**config.mk**
```make
export PLATFORM = sky130hd
export DESIGN_NAME = frame_reorder
export DESIGN_NICKNAME = d
export VERILOG_FILES = /design/src/rtl/frame_reorder.sv
export SDC_FILE = /design/constraint.sdc
export NUM_CORES = 1
export LEC_CHECK = 0
export BUFFER_PORTS_ARGS = -buffer_cell sky130_fd_sc_hd__buf_2
export CAP_MARGIN = 25
export CORE_MARGIN = 3
export CORE_UTILIZATION = 50
export CTS_CLUSTER_SIZE = 12
export DETAILED_ROUTE_END_ITERATION = 10
export GPL_TIMING_DRIVEN = 0
export PLACE_DENSITY_LB_ADDON = 0.2
export REMOVE_ABC_BUFFERS = 1
export SYNTH_ARGS = -nofsm -noshare
export SYNTH_HDL_FRONTEND = slang
export SYNTH_SLANG_ARGS = --single-unit
```
**constraint.sdc**
```tcl
create_clock -name clk -period 9.2 [get_ports clk]
set_clock_uncertainty 0.15 [all_clocks]
set_input_delay 1.84 -clock clk [delete_from_list [all_inputs] [get_ports clk]]
set_output_delay 1.84 -clock clk [all_outputs]
set_load 0.05 [all_outputs]
```
**src/rtl/frame_reorder.sv**
```systemverilog
// frame_reorder: ping-pong frame buffer that writes samples in natural order
// and reads them back in one of four permutations (natural, bit-reversed,
// half-interleave, reversed). Each bank is a simple dual-port RAM with a
// registered read port; the read register doubles as the output data stage.
module frame_reorder #(
    parameter int DBW = 16,
    parameter int CBW = 3,
    parameter int CH  = 1
) (
    input  logic              clk,
    input  logic              rst_n,
    input  logic [1:0]        mode,
    input  logic              in_valid,
    output logic              in_ready,
    input  logic [DBW*CH-1:0] in_data,
    output logic              out_valid,
    input  logic              out_ready,
    output logic [DBW*CH-1:0] out_data,
    output logic              out_first,
    output logic              out_last
);

    localparam int W = DBW * CH;
    localparam int N = 1 << CBW;
    localparam logic [CBW-1:0] LAST_IDX = CBW'(N - 1);

    typedef enum logic [1:0] {
        BANK_FREE,
        BANK_FILLING,
        BANK_FULL,
        BANK_DRAINING
    } bank_state_t;

    bank_state_t    bank_state [2];
    logic           started;
    logic           wr_bank;
    logic           rd_bank;
    logic           out_bank;
    logic [CBW-1:0] wr_cnt;
    logic [CBW-1:0] rd_cnt;
    logic [CBW-1:0] rd_addr;
    logic [1:0]     mode_q;
    logic [1:0]     eff_mode;
    logic           wr_fire;
    logic           rd_start;
    logic           rd_avail;
    logic           rd_en;

    // Maps output index j to the RAM address holding that sample.
    // Half-interleave is a rotate-right by one bit of the index.
    function automatic logic [CBW-1:0] permute(input logic [CBW-1:0] j,
                                               input logic [1:0]     m);
        logic [CBW-1:0] r;
        r = j;
        case (m)
            2'd1: begin
                for (int i = 0; i < CBW; i++) begin
                    r[i] = j[CBW-1-i];
                end
            end
            2'd2: r = {j[0], j[CBW-1:1]};
            2'd3: r = ~j;
            default: r = j;
        endcase
        return r;
    endfunction

    // Handshake decode. A bank that is FULL starts draining on the first read,
    // and the mode for that frame is taken straight from the port on that cycle
    // so the first address already honours it. A bank is released as soon as
    // its last word has been read into the output register, which is what lets
    // the writer roll straight into it with no bubble.
    always_comb begin
        in_ready = started &&
                   ((bank_state[wr_bank] == BANK_FREE) ||
                    (bank_state[wr_bank] == BANK_FILLING));
        wr_fire  = in_valid && in_ready;
        rd_start = (bank_state[rd_bank] == BANK_FULL);
        rd_avail = rd_start || (bank_state[rd_bank] == BANK_DRAINING);
        rd_en    = rd_avail && (!out_valid || out_ready);
        eff_mode = rd_start ? mode : mode_q;
        rd_addr  = permute(rd_cnt, eff_mode);
    end

    // Write/read pointers, sample counters and the per-frame mode latch.
    // Counters are exactly CBW bits wide, so they wrap to 0 at frame end.
    always_ff @(posedge clk or negedge rst_n) begin
        if (!rst_n) begin
            started <= 1'b0;
            wr_bank <= 1'b0;
            wr_cnt  <= '0;
            rd_bank <= 1'b0;
            rd_cnt  <= '0;
            mode_q  <= '0;
        end else begin
            started <= 1'b1;
            if (wr_fire) begin
                wr_cnt <= wr_cnt + 1'b1;
                if (wr_cnt == LAST_IDX) begin
                    wr_bank <= ~wr_bank;
                end
            end
            if (rd_en) begin
                rd_cnt <= rd_cnt + 1'b1;
                if (rd_start) begin
                    mode_q <= mode;
                end
                if (rd_cnt == LAST_IDX) begin
                    rd_bank <= ~rd_bank;
                end
            end
        end
    end

    // Bank state machine. The writer only touches FREE/FILLING banks and the
    // reader only FULL/DRAINING ones, so the two events never hit one bank.
    always_ff @(posedge clk or negedge rst_n) begin
        if (!rst_n) begin
            bank_state[0] <= BANK_FREE;
            bank_state[1] <= BANK_FREE;
        end else begin
            for (int b = 0; b < 2; b++) begin
                if (wr_fire && (wr_bank == 1'(b))) begin
                    bank_state[b] <= (wr_cnt == LAST_IDX) ? BANK_FULL : BANK_FILLING;
                end else if (rd_en && (rd_bank == 1'(b))) begin
                    bank_state[b] <= (rd_cnt == LAST_IDX) ? BANK_FREE : BANK_DRAINING;
                end
            end
        end
    end

    // Output flags advance together with the RAM read register so that the
    // data, first and last markers all hold while downstream stalls.
    always_ff @(posedge clk or negedge rst_n) begin
        if (!rst_n) begin
            out_valid <= 1'b0;
            out_first <= 1'b0;
            out_last  <= 1'b0;
            out_bank  <= 1'b0;
        end else if (rd_en) begin
            out_valid <= 1'b1;
            out_first <= (rd_cnt == '0);
            out_last  <= (rd_cnt == LAST_IDX);
            out_bank  <= rd_bank;
        end else if (out_ready) begin
            out_valid <= 1'b0;
            out_first <= 1'b0;
            out_last  <= 1'b0;
        end
    end

    for (genvar b = 0; b < 2; b++) begin : g_bank
        logic [W-1:0] mem [N];
        logic [W-1:0] rd_q;

        // Write port: natural-order fill of this bank.
        always_ff @(posedge clk) begin
            if (wr_fire && (wr_bank == 1'(b))) begin
                mem[wr_cnt] <= in_data;
            end
        end

        // Registered read port with enable; holding it is the stall mechanism.
        always_ff @(posedge clk) begin
            if (rd_en && (rd_bank == 1'(b))) begin
                rd_q <= mem[rd_addr];
            end
        end
    end

    assign out_data = out_bank ? g_bank[1].rd_q : g_bank[0].rd_q;

endmodule
```
==> results of run 1 <==
==> how the worst max path moves through the flow <==
stage | end | slack, ps
after floorplan | g_bank[1].rd_q[14] | -590
after CTS | g_bank[1].rd_q[6] | 4910
after global placement | g_bank[1].rd_q[14] | -8670
after global routing | g_bank[1].rd_q[6] | 4670
after detailed placement | g_bank[1].rd_q[6] | 4380
final | g_bank[1].rd_q[13] | 4810
==> flip-flops by register name (all words and copies together) (netlist names) <==
| register | count |
|---|---|
| mode_q | 2 |
| bank_state | 4 |
| g_bank.mem | 256 |
| wr_cnt | 3 |
| out_last | 1 |
| out_valid | 1 |
| rd_bank | 1 |
| out_first | 1 |
| out_bank | 1 |
| wr_bank | 1 |
| started | 1 |
| rd_cnt | 3 |
| g_bank.rd_q | 32 |
==> where the power goes <==
group	switching, mW	internal, mW
Clock	0.538	0.811
Sequential	0.116	1.74
Combinational	2.40	1.58
Total	3.06	4.13
==> per-layer routing <==
metal	global-route usage, %	part of all wire [%]
met4	10.3	3.2
met2	42.5	49
met3	3.85	7.4
met1	34.3	40
met5	0	0.045
==> cell type report <==
type | instances | area [um^2] | share of cell area [%]
Multi-Input combinational cell | 741 | 5890 | 32.9
Tap cell | 396 | 495 | 2.77
Timing Repair Buffer | 96 | 1260 | 7.04
Inverter | 6 | 27.5 | 0.154
Clock inverter | 12 | 103 | 0.573
Clock buffer | 49 | 1000 | 5.59
Sequential cell | 307 | 9130 | 51.0
==> cells in the final DEF (no fill, tap or decap), types with 6 or more instances in the layout <==
cell type  instances
o22ai_1          127
edfxtp_1         288
clkinv_1           6
a211oi_2          31
nand3_1            6
mux2_2            18
clkbuf_1           9
nand4_1            8
nor2_2            11
dfrtp_1           18
a221oi_2          12
buf_8             21
a221oi_1         273
buf_6              9
o21ai_0           12
a22o_1            65
clkbuf_16         37
buf_16            20
nor2_1            40
nand2_1           46
a211oi_1          31
buf_2             41
==> per-stage QoR <==
stage	cells	cell area, um^2	setup TNS, ps	hold slack [ps]	setup slack [ps]
floorplan	1054	14900	-18790	351	-595
global placement	1491	15600	-280880	372	-8670
detailed placement	1546	16800	0	374	4380
CTS	1607	17900	0	394	4910
global route	1607	17900	0	415	4670
finish	1607	17900	0	391	4810
==> cells by family after synthesis <==
logic type      count (synthesis)  synth area share, %
compound gates                572                 30.6
flops                         307                 58.3
buf+inv                       148                 4.91
simple gates                  139                 4.12
mux                            20                 1.42
fa+ha+maj                       5                0.400
xor+xnor                        4                0.224
other cells                     1               0.0240
==> critical path, stage by stage, from the launching register on <==
cell	delay, ps
dfrtp_4	610
buf_16	350
buf_16	290
clkinv_4	400
nand4_1	190
nand4_1	680
buf_16	430
buf_8	170
buf_16	160
buf_8	160
a211oi_1	330
a211oi_2	120
==> metrics.yaml, run 1 <==
status: "finished, final reports clean"
timing.rr.end: "g_bank[1].rd_q[13]"
netlist_instances: 1196
ys_ff_latch: 307
die_h_um: 183
drt_iter0_markers: 1238
cts_tree: "built"
final_core_util_pct: 58.2
drive_gt1_share_pct: 19.3
grt_first_pass_wirelength_um: 67200
n_fill_cell: 2405
whs_path_depth: 1
synth_seq_area_share_pct: 58.3
clock_tree.htree_level_count: 2
end_kind: "flip-flop"
crit_fanout: 70
dp_hpwl_um: 26800
clock_sinks: 307
cp.required_ps: 9300
track_usage_pct: 25.7
grt_pass1_vias: 11700
min_period_ps: 4390
antenna_found_initial: 1
dieArea_mm2: 0.0334
async_flop_share_pct: 6.19
wl_um: 44000
grt_overflow: 0
fmax_mhz: 228
cts_setup_buffers: 0
worst_pin_slew_ps: 977
gp_congestion: 0.756
yosys.area.top_type: "edfxtp_1"
diodes: 0
regToRegStartpoint: "rd_cnt[0]"
grt_setup_unrepaired: "no"
rrSetupSlack_ps: 4810
viasPerCell: 7.55
final_antenna_net_count: 0
synth.distinct_cells: 50
maxSlewHeadroom_pct: 34.8
synth_edf_count: 288
leakage_nw: 5.52
io_pins: 42
setup_viol_count_final: 0
cts_buffers: 35
whs_endpoint: "wr_bank"
wl_per_cell_um: 27.4
cts.path.max_buffers: 3
period_share_pct: 47.7
arrival_ps: 4490
floorplan.initialDensity_pct: 50.9
synth_area_mm2: 0.0156
critPathKind: "flip-flop to flip-flop"
fp.dieW_um: 183
ctsResizeCount: 0
peakVddDrop_v: 0.000299
hp-start: "wr_bank"
vias: 12100
grt_max_degree: 89
setup.worst_path.start_class: "flip-flop"
synth_most_common_cell: "edfxtp_1"
synth_common_cells: "288 x edfxtp_1, 273 x a221oi_1, 127 x o22ai_1"
avgSynthCellArea_um2: 13.1
yosys_warnings: 0
final_hold_viol_count: 0
finalPower_mw: 7.19
powerDensity_mw_per_mm2: 402
synth_area_leaders: "edfxtp_1 55%, a221oi_1 15%, o22ai_1 5.1%"
worstHoldPathType: "flip-flop to flip-flop"
io_buffers: 41
startpoint: "rd_cnt[0]"
nNetsFinal: 1214
clk_latency_ps: 510
area_delta_synth_final_pct: 14.4
rr_worst_depth: 11
cts-root-buf: "clkbuf_16"
finalMaxSlewViolations: 0
drc: 0
clkTransAtPathRegs_ps: 60
rows: 64
hold_buffers: 0
core-area_mm2: 0.0307
drt-pass1-iter-count: 6
synth_top_flop_cell: "edfxtp_1"
synth_top_area_share_pct: 55.3
max_cap_viol_count: 0
Power figures use the tool's default switching activity.
==> run 2: changes to the inputs <==
- clock period: 9.2 -> 4.05 ns (I/O delays scaled with it)
==> metrics.yaml, run 2 (synthesis results as in run 1) <==
fin_cells: 1609  # was 1,607
grt_pass1_vias: 11700  # about the same
core-area_mm2: 0.0307  # unchanged
pre_cts_ws_ps: -239  # was 4380 ps
min_period_ps: 3810  # was 4390 ps
clkTransAtPathRegs_ps: 60  # about the same
grt_overflow: 0  # unchanged
cts_buffers: 35  # unchanged
regMostFlops: "g_bank.mem"  # unchanged
area_delta_synth_final_pct: 14.5  # was 14.4%
clock_power_share_pct: 18.7  # was 18.8%
arrival_ps: 3910  # was 4490 ps
p_sw_mw: 6.96  # was 3.06 mW
worst_pin_slew_ps: 1000  # was 977 ps
leakage_nw: 5.53  # was 5.52 nW
fmax_mhz: 263  # was 228 MHz
n_fill_cell: 2405  # unchanged
layout_commonest_cell: "edfxtp_1"  # unchanged
fp.dieW_um: 183  # unchanged
power_frac_seq_pct: 25.8  # was 25.9%
floorplan.initialDensity_pct: 50.9  # unchanged
ctsResizeCount: 0  # unchanged
cts-root-buf: "clkbuf_16"  # unchanged
largest_register_ffs: 256  # unchanged
powerDensity_mw_per_mm2: 914  # was 402 mW/mm^2
wl_um: 44100  # was 44,000 um
clock_tree.htree_level_count: 2  # unchanged
grt_first_pass_wirelength_um: 67300  # was 67,200 um
final_cell_mix: "288 x edfxtp_1, 273 x a221oi_1, 127 x o22ai_1"  # unchanged
max_cap_viol_count: 0  # unchanged
io_pins: 42  # unchanged
drc: 0  # unchanged
end_kind: "flip-flop"  # unchanged
io_buffers: 41  # unchanged
final_antenna_net_count: 0  # unchanged
grt_max_degree: 89  # unchanged
rr_worst_depth: 8  # was 11
viasPerCell: 7.56  # was 7.55
drive_gt1_share_pct: 19.5  # was 19.3%
diodes: 0  # unchanged
wl_per_cell_um: 27.4  # about the same
rrSetupSlack_ps: 240  # was 4810 ps
vias: 12200  # was 12,100
drt-pass1-iter-count: 5  # was 6
rows: 64  # unchanged
setup_viol_count_final: 0  # unchanged
placed_cells_incl_taps: 1546  # unchanged
crit_fanout: 68  # was 70
timing.rr.end: "g_bank[0].rd_q[2]"  # was g_bank[1].rd_q[13]
antenna_found_initial: 1  # unchanged
critPathKind: "flip-flop to flip-flop"  # unchanged
power_frac_comb_pct: 55.5  # was 55.4%
cp.required_ps: 4150  # was 9300 ps
p_int_mw: 9.41  # was 4.13 mW
nNetsFinal: 1216  # was 1,214
drt_iter0_markers: 1260  # was 1,238
period_share_pct: 94.0  # was 47.7%
p_sw_share_pct: 42.5  # about the same
regToRegStartpoint: "rd_bank"  # was rd_cnt[0]
cts.path.max_buffers: 3  # unchanged
final_hold_viol_count: 0  # unchanged
peakVddDrop_v: 0.000701  # was 0.000299 V
largest_registers: "g_bank.mem: 256 flops, g_bank.rd_q: 32 flops, bank_state: 4 flops"  # unchanged
die_h_um: 183  # unchanged
dieArea_mm2: 0.0334  # unchanged
fin_ws_ps: 242  # was 4810 ps
setup.worst_path.start_class: "flip-flop"  # unchanged
dp_hpwl_um: 26800  # unchanged
maxSlewHeadroom_pct: 33.3  # was 34.8%
worstHoldPathType: "input port to asynchronous set/reset pin"  # was flip-flop to flip-flop
status: "finished, final reports clean"  # unchanged
gp_congestion: 0.756  # unchanged
clk_latency_ps: 510  # about the same
clock_sinks: 307  # unchanged
finalMaxSlewViolations: 0  # unchanged
cts_tree: "built"  # unchanged
grt_setup_unrepaired: "no"  # unchanged
track_usage_pct: 25.7  # about the same
==> run 2: cell count changes in the layout (fill, tap and decap cells not counted), sizes merged <==
| cell | change |
|---|---|
| buf | +2 |
==> run 2: area by class of cell <==
class	instances	area (um^2)	area share, %
Tap cell	396	495	2.77
Timing Repair Buffer	98	1270	7.12
Clock inverter	12	103	0.573
Inverter	6	27.5	0.154
Clock buffer	49	1000	5.59
Multi-Input combinational cell	741	5890	32.9
Sequential cell	307	9130	50.9
==> run 2: how the worst max path moves through the flow <==
stage / from / to / depth (start not counted)
5_1_grt: rd_cnt[0] / g_bank[1].rd_q[6] / 13
3_3_place_gp: rd_cnt[0] / g_bank[1].rd_q[14] / 5
6_report: rd_bank / g_bank[0].rd_q[2] / 8
4_1_cts: rd_bank / g_bank[0].rd_q[2] / 8
2_1_floorplan: rd_cnt[0] / g_bank[1].rd_q[14] / 5
3_5_place_dp: rd_cnt[0] / g_bank[1].rd_q[6] / 12
==> run 2: power by group through the flow <==
stage	clock [mW]	sequential (mW)	combinational, mW
after global placement	0	4.45	5.86
after CTS	3.09	4.22	8.98
final	3.06	4.22	9.09
after detailed placement	0	4.29	8.91
after global routing	3.24	4.26	9.69
after floorplan	0	4.32	4.93
==> run 2: what timing repair did <==
| item | 4_1_cts | 5_1_grt |
|---|---|---|
| setup buffers | 2 | 0 |
| hold buffers | 0 | 0 |
| setup endpoints to repair | 22 | 0 |
==> run 2: per-stage QoR <==
stage	TNS [ps]	power [mW]	area (um^2)	utilization, %	hold WS [ps]
after detailed placement	-2130	13.2	16800	54.6	374
final	0	16.4	17900	58.3	87.3
after CTS	0	16.3	17900	58.3	82.0
after floorplan	-190540	9.25	14900	-	351
after global routing	0	17.2	17900	58.3	105
after global placement	-519270	10.3	15600	50.7	372
==> run 2: per-layer routing <==
layer / routed length, um / GRT usage [%]
met1: 17800 / 34.4
met2: 21500 / 42.6
met3: 3390 / 3.71
met4: 1340 / 10.3
met5: 20 / 0
==> run 2: critical path: stages, from the launching register on <==
cell	delay, ps
dfrtp_1	480
and3b_1	290
or4_4	520
nand2_4	470
buf_16	350
a22o_4	610
o22ai_1	190
a221oi_1	370
a211oi_2	80
